File: config.mk
export PLATFORM = sky130hd
export DESIGN_NAME = dial_zero_solver
export DESIGN_NICKNAME = d
export VERILOG_FILES = /design/src/rtl/dial_pkg.sv /design/src/rtl/dial_remainder_step.sv /design/src/rtl/dial_zero_solver.sv
export SDC_FILE = /design/constraint.sdc
export NUM_CORES = 1
export LEC_CHECK = 0
export ABC_AREA = 1
export CAP_MARGIN = 20
export CELL_PAD_IN_SITES_DETAIL_PLACEMENT = 0
export CELL_PAD_IN_SITES_GLOBAL_PLACEMENT = 2
export CORE_ASPECT_RATIO = 0.5
export CORE_MARGIN = 8
export CORE_UTILIZATION = 33
export CTS_CLUSTER_DIAMETER = 80
export CTS_CLUSTER_SIZE = 10
export DETAILED_ROUTE_END_ITERATION = 10
export GPL_ROUTABILITY_DRIVEN = 0
export PLACE_DENSITY_LB_ADDON = 0.1
export SYNTH_ARGS = -nofsm -noshare
export SYNTH_HDL_FRONTEND = slang
export SYNTH_SLANG_ARGS = --single-unit
File: constraint.sdc
create_clock -name clk -period 4.6 [get_ports clk]
set_input_delay 1.15 -clock clk [delete_from_list [all_inputs] [get_ports clk]]
set_output_delay 1.15 -clock clk [all_outputs]
set_load 0.01 [all_outputs]
File: src/rtl/dial_pkg.sv
// Shared definitions for the dial zero solver: modulus helper, FSM states,
// and the saturating counter increment used by both result counters.
package dial_pkg;

  typedef enum logic {
    IDLE   = 1'b0,
    ROTATE = 1'b1
  } dial_state_e;

  function automatic int dial_mod(input int dial_max);
    return dial_max + 1;
  endfunction

  // Holds at all-ones of the given width instead of wrapping.
  function automatic logic [63:0] sat_inc(input logic [63:0] v, input int width);
    logic [63:0] top;
    top = (64'd1 << width) - 64'd1;
    return (v == top) ? v : v + 64'd1;
  endfunction

endpackage

File: src/rtl/dial_remainder_step.sv
// Resolves the final partial rotation (r < MOD) of a command in one step,
// reporting whether the dial showed 0 along the way.
module dial_remainder_step
  import dial_pkg::*;
#(
  parameter int DIAL_MAX   = 99,
  parameter int DIAL_WIDTH = 7
) (
  input  logic [DIAL_WIDTH-1:0] dial,
  input  logic                  dir,
  input  logic [DIAL_WIDTH-1:0] r,
  output logic [DIAL_WIDTH-1:0] next_dial,
  output logic                  pass_inc
);

  localparam logic [DIAL_WIDTH:0] MOD_W = (DIAL_WIDTH+1)'(dial_mod(DIAL_MAX));

  logic [DIAL_WIDTH:0] d, rr, s, res;

  always_comb begin
    d        = {1'b0, dial};
    rr       = {1'b0, r};
    s        = d + rr;
    res      = d;
    pass_inc = 1'b0;
    if (dir) begin
      res = s;
      if (s >= MOD_W) begin
        res      = s - MOD_W;
        pass_inc = 1'b1;
      end
    end else if (rr == '0) begin
      res = d;
    end else if (d == '0) begin
      // Leaving 0 downward never returns to 0 within less than a revolution.
      res = MOD_W - rr;
    end else if (rr >= d) begin
      pass_inc = 1'b1;
      res      = (rr == d) ? '0 : d + MOD_W - rr;
    end else begin
      res = d - rr;
    end
    next_dial = res[DIAL_WIDTH-1:0];
  end

endmodule

File: src/rtl/dial_zero_solver.sv
// Modular dial solver: one cycle per whole revolution plus one cycle for the
// remainder, counting landings on 0 and every click that shows 0.
module dial_zero_solver
  import dial_pkg::*;
#(
  parameter int INPUT_WIDTH = 10,
  parameter int COUNT_WIDTH = 16,
  parameter int DIAL_INIT   = 50,
  parameter int DIAL_MAX    = 99,
  parameter int DIAL_WIDTH  = 7
) (
  input  logic                   clk,
  input  logic                   rst,
  input  logic                   in_valid,
  output logic                   in_ready,
  input  logic                   step_direction,
  input  logic [INPUT_WIDTH-1:0] step_count,
  output logic [DIAL_WIDTH-1:0]  dial,
  output logic [COUNT_WIDTH-1:0] land_count,
  output logic [COUNT_WIDTH-1:0] pass_count,
  output logic                   done,
  output logic                   overflow
);

  localparam int                   MOD     = dial_mod(DIAL_MAX);
  localparam logic [INPUT_WIDTH:0] MOD_CMP = (INPUT_WIDTH+1)'(MOD);
  localparam logic [INPUT_WIDTH-1:0] MOD_SUB = INPUT_WIDTH'(MOD);

  dial_state_e state, state_n;
  logic [INPUT_WIDTH-1:0] rem, rem_n;
  logic dir, dir_n, nonzero, nonzero_n;
  logic [DIAL_WIDTH-1:0] dial_n, step_dial;
  logic [COUNT_WIDTH-1:0] land_n, pass_n;
  logic done_n, overflow_n, step_pass, pass_inc, land_inc;
  logic [INPUT_WIDTH+DIAL_WIDTH-1:0] rem_ext;
  logic [63:0] land_sat, pass_sat;

  assign rem_ext  = {{DIAL_WIDTH{1'b0}}, rem};
  assign in_ready = (state == IDLE);

  dial_remainder_step #(
    .DIAL_MAX  (DIAL_MAX),
    .DIAL_WIDTH(DIAL_WIDTH)
  ) u_step (
    .dial     (dial),
    .dir      (dir),
    .r        (rem_ext[DIAL_WIDTH-1:0]),
    .next_dial(step_dial),
    .pass_inc (step_pass)
  );

  always_ff @(posedge clk) begin
    if (rst) begin
      state      <= IDLE;
      rem        <= '0;
      dir        <= 1'b0;
      nonzero    <= 1'b0;
      dial       <= DIAL_WIDTH'(DIAL_INIT);
      land_count <= '0;
      pass_count <= '0;
      done       <= 1'b0;
      overflow   <= 1'b0;
    end else begin
      state      <= state_n;
      rem        <= rem_n;
      dir        <= dir_n;
      nonzero    <= nonzero_n;
      dial       <= dial_n;
      land_count <= land_n;
      pass_count <= pass_n;
      done       <= done_n;
      overflow   <= overflow_n;
    end
  end

  always_comb begin
    state_n    = state;
    rem_n      = rem;
    dir_n      = dir;
    nonzero_n  = nonzero;
    dial_n     = dial;
    done_n     = 1'b0;
    pass_inc   = 1'b0;
    land_inc   = 1'b0;
    overflow_n = overflow;
    unique case (state)
      IDLE: begin
        if (in_valid) begin
          dir_n     = step_direction;
          rem_n     = step_count;
          nonzero_n = |step_count;
          state_n   = ROTATE;
        end
      end
      ROTATE: begin
        if ({1'b0, rem} >= MOD_CMP) begin
          // Whole revolution: dial returns to itself having shown 0 once.
          rem_n    = rem - MOD_SUB;
          pass_inc = 1'b1;
        end else begin
          dial_n   = step_dial;
          pass_inc = step_pass;
          land_inc = nonzero && (step_dial == '0);
          done_n   = 1'b1;
          state_n  = IDLE;
        end
      end
      default: state_n = IDLE;
    endcase

    land_sat = sat_inc({{(64-COUNT_WIDTH){1'b0}}, land_count}, COUNT_WIDTH);
    pass_sat = sat_inc({{(64-COUNT_WIDTH){1'b0}}, pass_count}, COUNT_WIDTH);
    land_n   = land_inc ? land_sat[COUNT_WIDTH-1:0] : land_count;
    pass_n   = pass_inc ? pass_sat[COUNT_WIDTH-1:0] : pass_count;
    if ((land_inc && (&land_count)) || (pass_inc && (&pass_count)))
      overflow_n = 1'b1;
  end

endmodule

======== Yosys cells after proc, flatten, opt, wreduce, memory -nomap -nowiden ========
Cells that the tools add are included.
operators by class
  add/subtract/negate cells ............... 9
  multipliers ............................. 0
  divide/modulo/power cells ............... 0
  magnitude comparators ................... 3
  equality and inequality tests ........... 5
  shifts and indexed selects .............. 0
  multiplexer cells ....................... 22
  bitwise gates (word level) .............. 4
  reduce and logical (&&, ||, !) cells .... 16
operators by type and width
  cell                                                                number
  2-to-1 mux 7 bit                                                    6
  adder 16 x 1 -> 16 bit, second input constant                       2
  == test 16 bit, second input constant                               2
  AND reduction 16 bit                                                2
  zero test 7 bit                                                     3
  2-to-1 mux 10 bit                                                   2
  case mux 10 bit (2 select lines)                                    1
  subtractor 7 bit                                                    2
  2-to-1 mux 1 bit                                                    12
  greater-or-equal comparator 10 x 7 -> 1 bit, second input constant  1
  AND reduction 2 bit                                                 5
  OR reduction 10 bit                                                 1
  subtractor 10 x 7 -> 10 bit, second input constant                  1
  adder 7 x 7 -> 8 bit                                                1
  greater-or-equal comparator 8 x 7 -> 1 bit, second input constant   1
  adder 7 bit, second input constant                                  1
  == test 7 bit                                                       1
  greater-or-equal comparator 7 bit                                   1
  subtractor 7 bit, first input constant                              1
  subtractor 7 bit, second input constant                             1
  inverter 1 bit                                                      4
  logical AND 1 bit                                                   3
  != test 2 x 1 -> 1 bit, second input constant                       1
  != test 2 bit, second input constant                                1
  other kinds (3)                                                     3
word-level totals
  bits in registers ....................... 54
  bits in latches ......................... 0
  bits in writable memories ............... 0
  memory bits (read-only) ................. 0
  bits of input ports ..................... 14
  output and inout bits ................... 42
  logic and storage cells ................. 68
  memories ................................ 0

======== Depth between registers and ports, before layout ========
  depth in word-level cells ............... 13
  gate-level depth with buffers ........... 27
  gate-level depth less buffers ........... 26

======== Cells and area by module ========
Synthesis repeated with hierarchy kept, for this count alone.
unflattened totals
  cell total of the unflattened synthesis .. 721
  area total of the unflattened synthesis .. 4738.3 µm²
modules (own cells, without submodules)
  module               instances  cells each  area an instance (µm²)  seq. area each (µm²)
  dial_zero_solver     1          465         3126.7                  1081.0
  dial_remainder_step  1          256         1611.5                  0.0

======== Worst setup path before layout ========
OpenSTA, ideal clock, no wires.
  kind .................................... register -> register
  from .................................... register dial[2]
  to ...................................... register land_count[14]
  setup time .............................. 0.113 ns
  arrival time ............................ 2.877 ns
  required time ........................... 4.487 ns
  path slack .............................. 1.610 ns
  cell stages (with the launch flop) ...... 24
  path buffers ............................ 2
  period minus slack after synthesis ...... 2.990 ns
  cells stage by stage .................... dfxtp_1 -> inv_2 -> ha_1 -> buf_6 -> nand2_1 -> nand2_1 -> inv_1 -> nand2_1 -> nand2_1 -> inv_1 -> ha_1 -> nand3b_1 -> nand4_1 -> nand3_4 -> nand2_4 -> nand2_1 -> nand2_1 -> a21oi_2 -> nand2_4 -> nor2_8 -> buf_12 -> nand3_1 -> nor2_1 -> nor2_1
on the way
  word-level cells in the longest chain between the ends .. 12
  elaborated cells on any way between the ends .. 20
  classes of those cells .................. 5 x add/sub; 2 x order compare; 1 x eq/ne; 8 x mux; 4 x reduce/logical
ends and longest elaborated chain
  what                                      RTL line                   RTL
  start, declared                           dial_zero_solver.sv:18     output logic [DIAL_WIDTH-1:0] dial,
  start signal, assigned                    dial_zero_solver.sv:58     dial <= DIAL_WIDTH'(DIAL_INIT);
  start signal, assigned                    dial_zero_solver.sv:68     dial <= dial_n;
  adder 7 bit                               dial_remainder_step.sv:39  res = (rr == d) ? '0 : d + MOD_W - rr;
  subtractor 7 bit                          dial_remainder_step.sv:39
  2-to-1 mux 7 bit                          dial_remainder_step.sv:39
  2-to-1 mux 7 bit                          dial_remainder_step.sv:37  end else if (rr >= d) begin
  2-to-1 mux 7 bit                          dial_remainder_step.sv:34  end else if (d == '0) begin
  2-to-1 mux 7 bit                          dial_remainder_step.sv:32  end else if (rr == '0) begin
  2-to-1 mux 7 bit (*)                      dial_remainder_step.sv:26  if (dir) begin
  zero test 7 bit (*)                       dial_zero_solver.sv:103    land_inc = nonzero && (step_dial == '0);
  logical AND 1 bit (*)                     dial_zero_solver.sv:103
  2-to-1 mux 1 bit (*)                      dial_zero_solver.sv:96     if ({1'b0, rem} >= MOD_CMP) begin
  2-to-1 mux 1 bit (*)                      dial_zero_solver.sv:86     unique case (state)
  AND reduction 2 bit (no source line) (*)  n/a
  end signal, assigned                      dial_zero_solver.sv:69     land_count <= land_n;
  end, declared                             dial_zero_solver.sv:19     output logic [COUNT_WIDTH-1:0] land_count,
Mark *: on every way between the ends. The rest lies on a longest branch, timed or not.
A chain may end at the register's enable or synchronous reset.

======== Worst setup path after layout ========
  from .................................... register dial[2]
  to ...................................... register pass_count[12]
on the way
  word-level cells in the longest chain between the ends .. 8
  elaborated cells on any way between the ends .. 12
  classes of those cells .................. 1 x add/sub; 2 x order compare; 7 x mux; 2 x reduce/logical
ends and longest elaborated chain
  what                                                          RTL line                   RTL
  branches (longest 4 deep; another with adder 7 x 7 -> 8 bit)  n/a
  2-to-1 mux 1 bit (*)                                          dial_remainder_step.sv:26
  2-to-1 mux 1 bit (*)                                          dial_zero_solver.sv:96
  2-to-1 mux 1 bit (*)                                          dial_zero_solver.sv:86
  AND reduction 2 bit (no source line) (*)                      n/a
  end signal, assigned                                          dial_zero_solver.sv:70     pass_count <= pass_n;
  end, declared                                                 dial_zero_solver.sv:20     output logic [COUNT_WIDTH-1:0] pass_count,
Mark *: on every way between the ends.

==> out/results.tsv <==
metric	value	unit
syn_avg_cell_area	6.508	sq um
cp-start-kind	register	
period_share	0.8063	
p_int	993.0	uW
period_needed	3.709	ns
maxSlewViolCount	0	
pwr-share-comb	0.475	
synthAdderAreaFrac	0.1049	
worst_clock_skew	0.007715	ns
seqPwrFrac	0.297	
crit_type	register to register	
p_leak	2.332	nW
post-route-drc-count	0	
yosys.area_share.simple	0.3733	
finalSetupTns	0	ns
cts_tree	done	
die-area	17800	sq um
clk_latency	0.30	ns
worst-path-max-fanout	13	
drive_gt1_frac	0.07493	
grt_usage	0.1538	
grt_antenna_before_repair	0	
powerDensity	334.6	nW/um^2
cts_max_path_buffers	2	
setup_viol	0	
grt_max_degree	30	
final_util	0.3953	
final_common_cell	nand2_1	
power.share.clock	0.228	
synth_mux_area_frac	0	
synth_compound_area_frac	0.1258	
core	13400	sq um
ant_nets	0	
min_path_cells	2	
overflow	0	
grt_busiest_layer	met2	
holdBufCountCts	0	
met2_usage	0.2412	
synthXorXnorAreaFrac	0.02734	
clkTransAtPathRegs	0.07	ns
vdd_drop_max	0.1348	mV
grt.met1_usage	0.2127	
setup_ws	0.8911	ns
design_area	5298	sq um
syn_nets	737	
yosys_register_bits	54	
reg2regPathDepth	21	
start_util	0.3346	
yosysUniqueCellTypes	47	
cap_violations	0	
vias	4436	
viasPerCell	4.875	
arrival	3.91	ns
die_h	98.43	um
synth_top_family_by_area	simple AND/OR/NAND/NOR gates	
first_global_vias	4405	
fp-row-count	30	
clock_sinks	54	
numPortBuffers	55	
hpwl	10840	um
swShare	0.4398	
synthToLayoutAreaGrowth	18.14	%
finalWirelength	13630	um
pin_count	56	
holdCritPathClass	register to register	
synth_area	4484	sq um
antennaDiodeCount	0	
slew_headroom	0.3068	
finalHoldViolCount	0	
layout.nets	781	
status	finished, final reports clean	
dpl_worst_slack	0.8784	ns
drt_iter0_drc	339	
grtUsageMet3	0.02790	
rsz0062_at_grt	false	
post_cts_buffers	0	
htree_levels	2	
numCtsBuffers	5	
critical_path_required	4.80	ns
layout_common_cells	nand2_1, inv_1, nand3_1	
grt_first_pass_wirelength	22650	um
yosysWarnings	0	
die_w	180.9	um
placed_cell_area	5146	sq um
root_buffer	clkbuf_16	
drt-pass1-iter-count	5	
syn_inst	689	
post_drt_wl_per_cell	14.98	um
power.switching	779.5	uW
tightest_slew	1.037	ns
clock.fmax	269.6	MHz
ys_seq_area_frac	0.2411	
post_cts_resized	0	
crit_path_end_kind	register	
==> final timing paths <==
kind	startpoint	to	slack [ns]
setup / recovery	dial[2]	pass_count[12]	0.89
hold / removal	pass_count[14]	pass_count[14]	0.48
setup reg to reg	dial[2]	pass_count[12]	0.89
hold reg to reg	pass_count[14]	pass_count[14]	0.48
==> per-stage QoR <==
stage | hold WS (ns) | instances | power, mW
floorplan | 0.4553 | 689 | 1.148
global placement | 0.4717 | 902 | 1.383
detailed placement | 0.4726 | 902 | 1.375
CTS | 0.4845 | 910 | 1.792
global route | 0.5278 | 910 | 1.915
finish | 0.4796 | 910 | 1.772
==> flip-flops by register name, summed over array words and instances (netlist names) <==
name / flops
pass_count: 16
dial: 7
rem: 10
overflow: 1
nonzero: 1
land_count: 16
dir: 1
state: 1
done: 1
==> synthesized netlist by cell type (all sizes together) <==
cell      n  area (sq um)
a211oi    2         15.01
a21o      1         7.510
a21oi    41         235.2
a221oi    1         8.760
a31oi     9         56.30
a41oi     1         8.760
buf      11         90.08
clkbuf    9         33.78
clkinv    4         21.27
dfxtp    54          1081
fa        6         120.1
ha       28         350.3
inv     113         426.7
nand2   172         688.2
nand3    67         397.9
nand3b    2         15.01
nand4    27         183.9
nor2     58         249.0
nor3     18         95.09
nor3b     1         7.510
nor4      6         37.54
o211ai    2         15.01
o21a      2         15.01
o21ai    39         195.2
o21bai    1         7.510
xnor2     1         8.760
xor2     13         113.9
==> area by class of cell <==
| type | count | area [sq um] |
|---|---|---|
| clock buffers | 7 | 142.6 |
| clock inverters | 1 | 8.758 |
| fillers | 1467 | 8103 |
| inverters | 117 | 447.9 |
| multi-input cells | 498 | 2831 |
| flip-flops and latches | 54 | 1081 |
| well taps | 176 | 220.2 |
| repair buffers | 57 | 565.5 |
==> cell families (layout without fill, tap and decap cells) <==
kind of cell / count (synthesis) / in the layout
xor+xnor: 14 / 14
buf+inv: 137 / 182
fa+ha+maj: 34 / 34
simple gates: 351 / 351
flops: 54 / 54
compound gates: 99 / 99
==> routing by layer <==
| layer | wire, um | share of wire |
|---|---|---|
| met1 | 7138 | 0.52 |
| met2 | 5742 | 0.42 |
| met3 | 519 | 0.038 |
| met4 | 229 | 0.017 |
| met5 | 0 | 0 |
==> critical path: stages, from the launching register on <==
cell	delay, ns
dfxtp_1	0.42
inv_2	0.10
ha_1	0.47
nand2_1	0.11
nand2_1	0.09
inv_1	0.08
nand2_1	0.06
nand2_1	0.08
inv_1	0.14
ha_1	0.17
nand3b_1	0.08
nand4_1	0.14
nand3_4	0.14
nand2_4	0.12
nand2_1	0.07
nand3_1	0.12
nand3_1	0.38
inv_1	0.32
nand3_1	0.17
nor2_1	0.15
nor2_1	0.06
o21a_1	0.12
==> power by group through the flow <==
stage	combinational, mW	sequential, mW	clock, mW
4_1_cts	0.840	0.527	0.425
3_5_place_dp	0.837	0.537	0
6_report	0.842	0.527	0.404
2_1_floorplan	0.620	0.529	0
3_3_place_gp	0.845	0.538	0
5_1_grt	0.941	0.531	0.443
Note: power is estimated with default switching activity, not from simulation.
